<file path="src/rtl/native_bus_master_pkg.sv">
// native_bus_master_pkg: shared state encoding and default width for the native bus master slice
package native_bus_master_pkg;
  localparam int def_bus_width = 32;
  typedef enum logic [2:0] {IDLE, RD_ADDR, RD_DATA, WR, RESP} state_e;
endpackage

</file>
<file path="src/rtl/native_bus_master_if.sv">
// native_bus_master_if: requester command/response and native memory channels of native_bus_master
interface native_bus_master_if
  import native_bus_master_pkg::*;
#(
  parameter int bus_width = def_bus_width
);
  logic req_valid, req_ready, req_write;
  logic [bus_width-1:0] req_addr, req_wdata;
  logic resp_valid, resp_error;
  logic [bus_width-1:0] resp_rdata;
  logic raddr_valid, raddr_ready, rdata_valid, rdata_ready;
  logic [bus_width-1:0] raddr, rdata;
  logic waddr_valid, waddr_ready, wdata_valid, wdata_ready;
  logic [bus_width-1:0] waddr, wdata;
  modport master (
    input req_valid, req_write, req_addr, req_wdata,
    input raddr_ready, rdata_valid, rdata, waddr_ready, wdata_ready,
    output req_ready, resp_valid, resp_rdata, resp_error,
    output raddr_valid, raddr, rdata_ready, waddr_valid, waddr, wdata_valid, wdata
  );
  modport slave (
    output req_valid, req_write, req_addr, req_wdata,
    output raddr_ready, rdata_valid, rdata, waddr_ready, wdata_ready,
    input req_ready, resp_valid, resp_rdata, resp_error,
    input raddr_valid, raddr, rdata_ready, waddr_valid, waddr, wdata_valid, wdata
  );
endinterface

</file>
<file path="src/rtl/native_timeout_counter.sv">
// native_timeout_counter: saturating stall counter; only built with NATIVE_BUS_MASTER_TIMEOUT_EN
`ifdef NATIVE_BUS_MASTER_TIMEOUT_EN
module native_timeout_counter #(
  parameter int timeout_cycles = 1024
) (
  input  logic clk,
  input  logic rst,
  input  logic clear,
  input  logic enable,
  output logic expired
);
  localparam int cw = $clog2(timeout_cycles);
  logic [cw-1:0] cnt;
  // expired in the timeout_cycles-th enabled cycle; the count then holds there
  assign expired = enable && cnt == cw'(timeout_cycles - 1);
  always_ff @(posedge clk)
    if (rst || clear) cnt <= '0;
    else if (enable && !expired) cnt <= cnt + 1'b1;
endmodule
`endif

</file>
<file path="src/rtl/native_bus_master.sv">
// native_bus_master: single-outstanding native bus initiator turning core requests into read/write handshakes.
// Define NATIVE_BUS_MASTER_TIMEOUT_EN to abort stalled transactions after timeout_cycles with resp_error.
module native_bus_master
  import native_bus_master_pkg::*;
#(
  parameter int bus_width = def_bus_width,
  parameter int timeout_cycles = 1024
) (
  input logic clk,
  input logic rst,
  native_bus_master_if.master bus
);
  state_e state, state_nxt;
  logic [bus_width-1:0] addr_q, wdata_q, rdata_q;
  logic aw_done, w_done, accept, aw_fire, w_fire, wr_done, busy, expired;
  if (timeout_cycles < 2) begin : g_bad_timeout
    $error("timeout_cycles must be at least 2");
  end
  assign accept = state == IDLE && bus.req_valid;
  assign busy = state == RD_ADDR || state == RD_DATA || state == WR;
  assign aw_fire = bus.waddr_valid && bus.waddr_ready;
  assign w_fire = bus.wdata_valid && bus.wdata_ready;
  assign wr_done = (aw_done || aw_fire) && (w_done || w_fire);
  always_ff @(posedge clk)
    state <= rst ? IDLE : state_nxt;
  always_comb begin
    state_nxt = state;
    if (busy && expired) state_nxt = RESP;
    else
      case (state)
        IDLE:    state_nxt = accept ? (bus.req_write ? WR : RD_ADDR) : IDLE;
        RD_ADDR: state_nxt = bus.raddr_ready ? RD_DATA : RD_ADDR;
        RD_DATA: state_nxt = bus.rdata_valid ? RESP : RD_DATA;
        WR:      state_nxt = wr_done ? RESP : WR;
        default: state_nxt = IDLE;
      endcase
  end
  // per-channel done flags let waddr and wdata retire independently
  always_ff @(posedge clk)
    if (rst) begin
      addr_q <= '0;
      wdata_q <= '0;
      rdata_q <= '0;
      aw_done <= 1'b0;
      w_done <= 1'b0;
    end else begin
      if (accept) begin
        addr_q <= bus.req_addr;
        wdata_q <= bus.req_wdata;
      end
      aw_done <= accept ? 1'b0 : aw_done || aw_fire;
      w_done <= accept ? 1'b0 : w_done || w_fire;
      if (busy && expired) rdata_q <= '0;
      else if (state == RD_DATA && bus.rdata_valid) rdata_q <= bus.rdata;
    end
  always_comb begin
    bus.req_ready = state == IDLE;
    bus.raddr_valid = state == RD_ADDR;
    bus.rdata_ready = state == RD_DATA;
    bus.waddr_valid = state == WR && !aw_done;
    bus.wdata_valid = state == WR && !w_done;
    bus.resp_valid = state == RESP;
  end
  assign bus.raddr = addr_q;
  assign bus.waddr = addr_q;
  assign bus.wdata = wdata_q;
  assign bus.resp_rdata = rdata_q;
`ifdef NATIVE_BUS_MASTER_TIMEOUT_EN
  logic err_q;
  native_timeout_counter #(.timeout_cycles(timeout_cycles)) u_timeout (
    .clk(clk),
    .rst(rst),
    .clear(state == IDLE),
    .enable(busy),
    .expired(expired)
  );
  always_ff @(posedge clk)
    err_q <= rst || accept ? 1'b0 : err_q || (busy && expired);
  assign bus.resp_error = state == RESP && err_q;
`else
  assign expired = 1'b0;
  assign bus.resp_error = 1'b0;
`endif
endmodule

</file>
<file path="src/flat_wrapper.sv">
// flat-port wrapper written by rule: the top's interface ports become plain ports
module native_bus_master_flat import native_bus_master_pkg::*;
#(
  parameter int bus_width = def_bus_width,
  parameter int timeout_cycles = 1024
)
  (clk, rst, bus_req_valid, bus_req_write, bus_req_addr, bus_req_wdata, bus_raddr_ready, bus_rdata_valid, bus_rdata, bus_waddr_ready, bus_wdata_ready, bus_req_ready, bus_resp_valid, bus_resp_rdata, bus_resp_error, bus_raddr_valid, bus_raddr, bus_rdata_ready, bus_waddr_valid, bus_waddr, bus_wdata_valid, bus_wdata);
  native_bus_master_if #(.bus_width(bus_width)) bus_i ();
  input logic clk;
  input logic rst;
  input wire logic [$bits(bus_i.req_valid)-1:0] bus_req_valid;
  input wire logic [$bits(bus_i.req_write)-1:0] bus_req_write;
  input wire logic [$bits(bus_i.req_addr)-1:0] bus_req_addr;
  input wire logic [$bits(bus_i.req_wdata)-1:0] bus_req_wdata;
  input wire logic [$bits(bus_i.raddr_ready)-1:0] bus_raddr_ready;
  input wire logic [$bits(bus_i.rdata_valid)-1:0] bus_rdata_valid;
  input wire logic [$bits(bus_i.rdata)-1:0] bus_rdata;
  input wire logic [$bits(bus_i.waddr_ready)-1:0] bus_waddr_ready;
  input wire logic [$bits(bus_i.wdata_ready)-1:0] bus_wdata_ready;
  output wire logic [$bits(bus_i.req_ready)-1:0] bus_req_ready;
  output wire logic [$bits(bus_i.resp_valid)-1:0] bus_resp_valid;
  output wire logic [$bits(bus_i.resp_rdata)-1:0] bus_resp_rdata;
  output wire logic [$bits(bus_i.resp_error)-1:0] bus_resp_error;
  output wire logic [$bits(bus_i.raddr_valid)-1:0] bus_raddr_valid;
  output wire logic [$bits(bus_i.raddr)-1:0] bus_raddr;
  output wire logic [$bits(bus_i.rdata_ready)-1:0] bus_rdata_ready;
  output wire logic [$bits(bus_i.waddr_valid)-1:0] bus_waddr_valid;
  output wire logic [$bits(bus_i.waddr)-1:0] bus_waddr;
  output wire logic [$bits(bus_i.wdata_valid)-1:0] bus_wdata_valid;
  output wire logic [$bits(bus_i.wdata)-1:0] bus_wdata;
  assign bus_i.req_valid = bus_req_valid;
  assign bus_i.req_write = bus_req_write;
  assign bus_i.req_addr = bus_req_addr;
  assign bus_i.req_wdata = bus_req_wdata;
  assign bus_i.raddr_ready = bus_raddr_ready;
  assign bus_i.rdata_valid = bus_rdata_valid;
  assign bus_i.rdata = bus_rdata;
  assign bus_i.waddr_ready = bus_waddr_ready;
  assign bus_i.wdata_ready = bus_wdata_ready;
  assign bus_req_ready = bus_i.req_ready;
  assign bus_resp_valid = bus_i.resp_valid;
  assign bus_resp_rdata = bus_i.resp_rdata;
  assign bus_resp_error = bus_i.resp_error;
  assign bus_raddr_valid = bus_i.raddr_valid;
  assign bus_raddr = bus_i.raddr;
  assign bus_rdata_ready = bus_i.rdata_ready;
  assign bus_waddr_valid = bus_i.waddr_valid;
  assign bus_waddr = bus_i.waddr;
  assign bus_wdata_valid = bus_i.wdata_valid;
  assign bus_wdata = bus_i.wdata;
  native_bus_master #(.bus_width(bus_width), .timeout_cycles(timeout_cycles)) u_core (.clk(clk), .rst(rst), .bus(bus_i));
endmodule
</file>
<file path="config.mk">
export PLATFORM = sky130hd
export DESIGN_NAME = native_bus_master_flat
export DESIGN_NICKNAME = d
export VERILOG_FILES = /design/src/rtl/native_bus_master_pkg.sv /design/src/rtl/native_bus_master_if.sv /design/src/rtl/native_timeout_counter.sv /design/src/rtl/native_bus_master.sv /design/src/flat_wrapper.sv
export SDC_FILE = /design/constraint.sdc
export NUM_CORES = 1
export LEC_CHECK = 0
export BUFFER_PORTS_ARGS = -buffer_cell sky130_fd_sc_hd__buf_2
export CAP_MARGIN = 30
export CORE_MARGIN = 5
export CORE_UTILIZATION = 39
export DETAILED_ROUTE_END_ITERATION = 7
export PLACE_DENSITY = 0.82
export SKIP_LAST_GASP = 1
export SYNTH_ARGS = -nofsm -noshare
export SYNTH_HDL_FRONTEND = slang
export SYNTH_SLANG_ARGS = --single-unit
</file>
<file path="constraint.sdc">
create_clock -name clk -period 1.4 [get_ports clk]
set_input_delay 0.28 -clock clk [delete_from_list [all_inputs] [get_ports clk]]
set_output_delay 0.28 -clock clk [all_outputs]
set_load 0.005 [all_outputs]
</file>
* Yosys cells after proc, flatten, opt, wreduce, memory -nomap -nowiden
Cells that the tools add are included.
Widths: inputs -> output; s select.
** Word-level totals
- Latch bits :: 0
- Bits of input ports :: 104
- Memories :: 0
- ROM bits :: 0
- Word-level logic and storage cells :: 29
- Output and inout bits :: 135
- Flip-flop bits (word level) :: 101
- Bits in writable memories :: 0
** Operators by class
- Shifts and indexed selects :: 0
- Muxes and demuxes :: 6
- Add/sub/neg operators :: 0
- Eq/ne operators :: 4
- Magnitude comparators :: 0
- Multipliers :: 0
- Divide/modulo/power cells :: 0
- Reduce and logical (&&, ||, !) cells :: 13
- Bitwise gates (word level) :: 0
** Operators by type and width (count)
- $pmux 3 s4 :: 1
- $mux 3 :: 3
- $logic_and 1x1->1 :: 7
- $eq 3x2->1 const B :: 2
- $mux 2 :: 2
- $eq 3x1->1 const B :: 1
- $eq 3x3->1 const B :: 1
- $logic_not 3->1 :: 1
- $logic_not 1->1 :: 2
- $logic_or 1x1->1 :: 2
- $reduce_or 2->1 :: 1

* Logic depth before layout (Yosys ltp)
- Depth in word-level cells :: 7
- Depth in mapped cells :: 6
- Mapped depth without buffers :: 3

* Worst setup path before layout
Ideal clock, no wire load.
- Kind :: register -> register
- From :: register u_core.state[2]
- To :: register u_core.addr_q[10] (netlist: u_core.bus.raddr[10])
- Period minus slack after synthesis :: 1426 ps
- Setup time :: 132 ps
- Cell stages (with the launch flop) :: 7
- Arrival time :: 1293 ps
- Path buffers :: 3
- Required time :: 1268 ps
- Slack :: -26 ps
- Path through :: dfxtp_1 > buf_2 > or4b_1 > buf_6 > buf_6 > nand2_1 > a21oi_1
** Between the ends
- Cells in the longest elaborated chain, start to end :: 2
** Ends and longest elaborated chain
- from (decl) :: RTL line native_bus_master.sv:13 : state_e state, state_nxt;
- from (signal assigned) :: RTL line native_bus_master.sv:25 : state <= rst ? IDLE : state_nxt;
- $logic_not 3->1 :: RTL line native_bus_master.sv:19 : assign accept = state == IDLE && bus.req_valid;
- $logic_and 1x1->1 :: RTL line native_bus_master.sv:19
- to (signal assigned) :: RTL line native_bus_master.sv:48 : addr_q <= bus.req_addr;
- to (decl) :: RTL line native_bus_master.sv:14 : logic [bus_width-1:0] addr_q, wdata_q, rdata_q;
No other way between the ends.
A chain may end at the register's enable or synchronous reset.

* Final worst setup path
- From :: register u_core.state[2]
- To :: register u_core.addr_q[0] (netlist: u_core.bus.raddr[0])
Same word-level chain as after synthesis.

==> flow_summary.yaml <==
yosys:
  avgSynthCellArea_sq_um: 8.00
  synth_nets: 595
  seq_area_frac_synth_pct: 51.5
  synth_edf_count: 0
  synthFlopType: "dfxtp_1"
  yosys_warnings: 0
  synthXorXnorAreaFrac_pct: 0
  yosys.area_share.simple_pct: 23.0
  synth_commonest_cells: "nand2_1, dfxtp_1, a21oi_1"
  yosysMostFrequentCell: "nand2_1"
  synthMuxAreaShare_pct: 0.255
  ys_ff_latch: 101
  synth_top_family_by_area: "simple AND/OR/NAND/NOR gates"
  synth_top_area_share_pct: 51.5
  synth-compound-area-share_pct: 13.3
  synthAdderAreaFrac_pct: 0
  synth.area.top_cells: "dfxtp_1, nand2_1, a21oi_1"
  syn_area_sq_um: 3930
  async_flop_share_pct: 0
  synth_area_leader_cell: "dfxtp_1"
  synthCells: 491
  synthDistinctLibCells: 27
finish:
  drive_above_1_share_pct: 45.6
  diodes: 0
  final_nets: 803
  syn2layout_area_growth_pct: 43.4
  nFillCells: 926
  stdcell_count: 837
timing:
  fmax_mhz: 642
  finalCriticalPeriod_ns: 1.56
  holdWs_ns: 0.158
  maxSlewViolCount: 0
  clock_skew_ns: 0.00776
  setup_tns_ns: -8.06
  rsz0062_at_grt: "yes"
  period_share_pct: 111
  fin_ws_ns: -0.159
  hold_viol_final: 0
  setup_viol: 102
hold_path:
  whs_path_depth: 3
  min_path_type: "input pin to register"
  min_from: "bus_rdata[8]"
floorplanning:
  dieArea_sq_um: 12200
  die_w_microns: 110
  initial_core_util_pct: 40.2
  dieHeight_microns: 110
  rows: 36
  core_area_sq_um: 9770
  io_pins: 239
critical_path:
  worstSetupStartpointType: "register"
  r2r_cells: 5
  crit_path_end_kind: "register"
  crit_path_start: "u_core.state[2]$_SDFF_PP0_"
  worstReg2RegStart: "u_core.state[2]$_SDFF_PP0_"
  worstPathRequired_ns: 1.61
  crit_fanout: 16
  cp.arrival_ns: 1.77
  critical_path_class: "register to register"
routing:
  via_per_inst: 4.64
  postRouteAntennaNets: 0
  routedWlPerCell_microns: 14.0
  drt-initial-drc-count: 176
  first_pass_iters: 4
  drc: 0
  num_vias: 3886
  wirelength_mm: 11.8
global_routing:
  grt-ovfl-total: 0
  grt_pass1_wl_mm: 16.9
  antenna_found_initial: 0
  grt_pass1_vias: 3635
  grt_max_degree: 41
  grt_use_total_pct: 17.4
clocking:
  insertion_delay_ns: 0.35
  numClockSinks: 101
  clock_tree.root_cell: "clkbuf_8"
  cts_hold_buf: 0
  clockBufferDepth: 2
  cts_buffers: 9
  cts_tree: "yes"
  htree_levels: 3
  path_clk_slew_ns: 0.10
power_and_ir_drop:
  finalPower_w: 0.00661
  peakVddDrop_mv: 0.666
  power_density_nw_per_um2: 1170
  p_leak_nw: 2.73
placed_design:
  portBuffers: 237
  placedCellCount: 809
  hpwl_mm: 8.04
  gp_congestion: 0.753
outcome:
  status: "finished, violations left"
  violations: "negative setup slack"
job:
  maxCapViolations: 0
## sequential cells by signal, summed over array words and instances, names as in the netlist
signal / flops
u_core.bus.raddr: 32
u_core.bus.resp_rdata: 32
u_core.bus.wdata: 32
u_core.state: 3
u_core.aw_done: 1
u_core.w_done: 1
## path summary, 6_finish.rpt
path	endpoint	slack (ns)
setup / recovery	u_core.bus.raddr[0]$_SDFFE_PP0N_	-0.16
hold / removal	u_core.bus.resp_rdata[8]$_SDFFE_PP0P_	0.16
setup reg to reg	u_core.bus.raddr[0]$_SDFFE_PP0N_	-0.16
hold reg to reg	u_core.bus.resp_rdata[24]$_SDFFE_PP0P_	0.45
## critical path, cell delays in order (launching register included)
cell	delay, ns
dfxtp_2	0.34
buf_4	0.12
or4b_4	0.60
buf_12	0.21
nand2_1	0.08
a21oi_1	0.07
## final cells by class
class	count	area (sq um)	share of cell area [%]
clock buffer	12	155	2.76
clock inverter	4	55.1	0.978
inverter	1	3.75	0.0667
multi-input combinational	319	1600	28.3
sequential	101	2030	36.0
tap	133	166	2.96
timing repair buffer	267	1630	28.9
## kinds of logic (layout without fill, tap and decap cells)
family	after synthesis	count (layout)
DFF	101	101
buffers and inverters	71	284
AOI/OAI and AO/OA	101	101
other	1	1
muxes	1	1
and+or+nand+nor	216	216
## per-layer routing
layer	vias to the layer above	part of all wire (%)	global-route usage (%)
met5	-	0	0
met4	0	1.0	4.05
met3	13	10	5.82
met2	154	51	32.0
met1	1759	37	19.3
li1	1960	-	-
## cells in the final DEF, fill, tap and decap left out, types with 3 or more instances in the layout
cell      netlist  routed
a21oi_1        96      81
a21oi_2         0      15
buf_12          0       8
buf_16          0       3
buf_2           8     236
buf_4          37      10
buf_6           7       8
clkbuf_8        0      11
dfxtp_1       101      98
dfxtp_2         0       3
nand2_1       193     183
nand2_2         0       6
nand2_4         0       4
nor2_1          5       5
## power by group
group / total, W / switching (W) / leakage, nW / internal (W)
clock network: 0.00192 / 0.000987 / 0.103 / 0.000937
logic: 0.00149 / 0.000737 / 1.80 / 0.000750
registers: 0.00320 / 0.000120 / 0.826 / 0.00308
total: 0.00661 / 0.00184 / 2.73 / 0.00477
## what timing repair did
item	CTS	global route
setup endpoints to repair	71	107
gates cloned	3	2
buffers inserted	6	1
pin swaps	3	12
gates resized for setup	19	33
## stage by stage
step	cell area [sq um]	worst slack (ns)	util (%)
2_1_floorplan	3930	-0.00662	-
3_3_place_gp	5050	-0.125	51.7
3_5_place_dp	5050	-0.147	51.7
4_1_cts	5460	-0.119	55.8
5_1_grt	5630	-0.216	57.6
6_report	5630	-0.159	57.6
No activity file was read; power rests on OpenSTA's default activity.
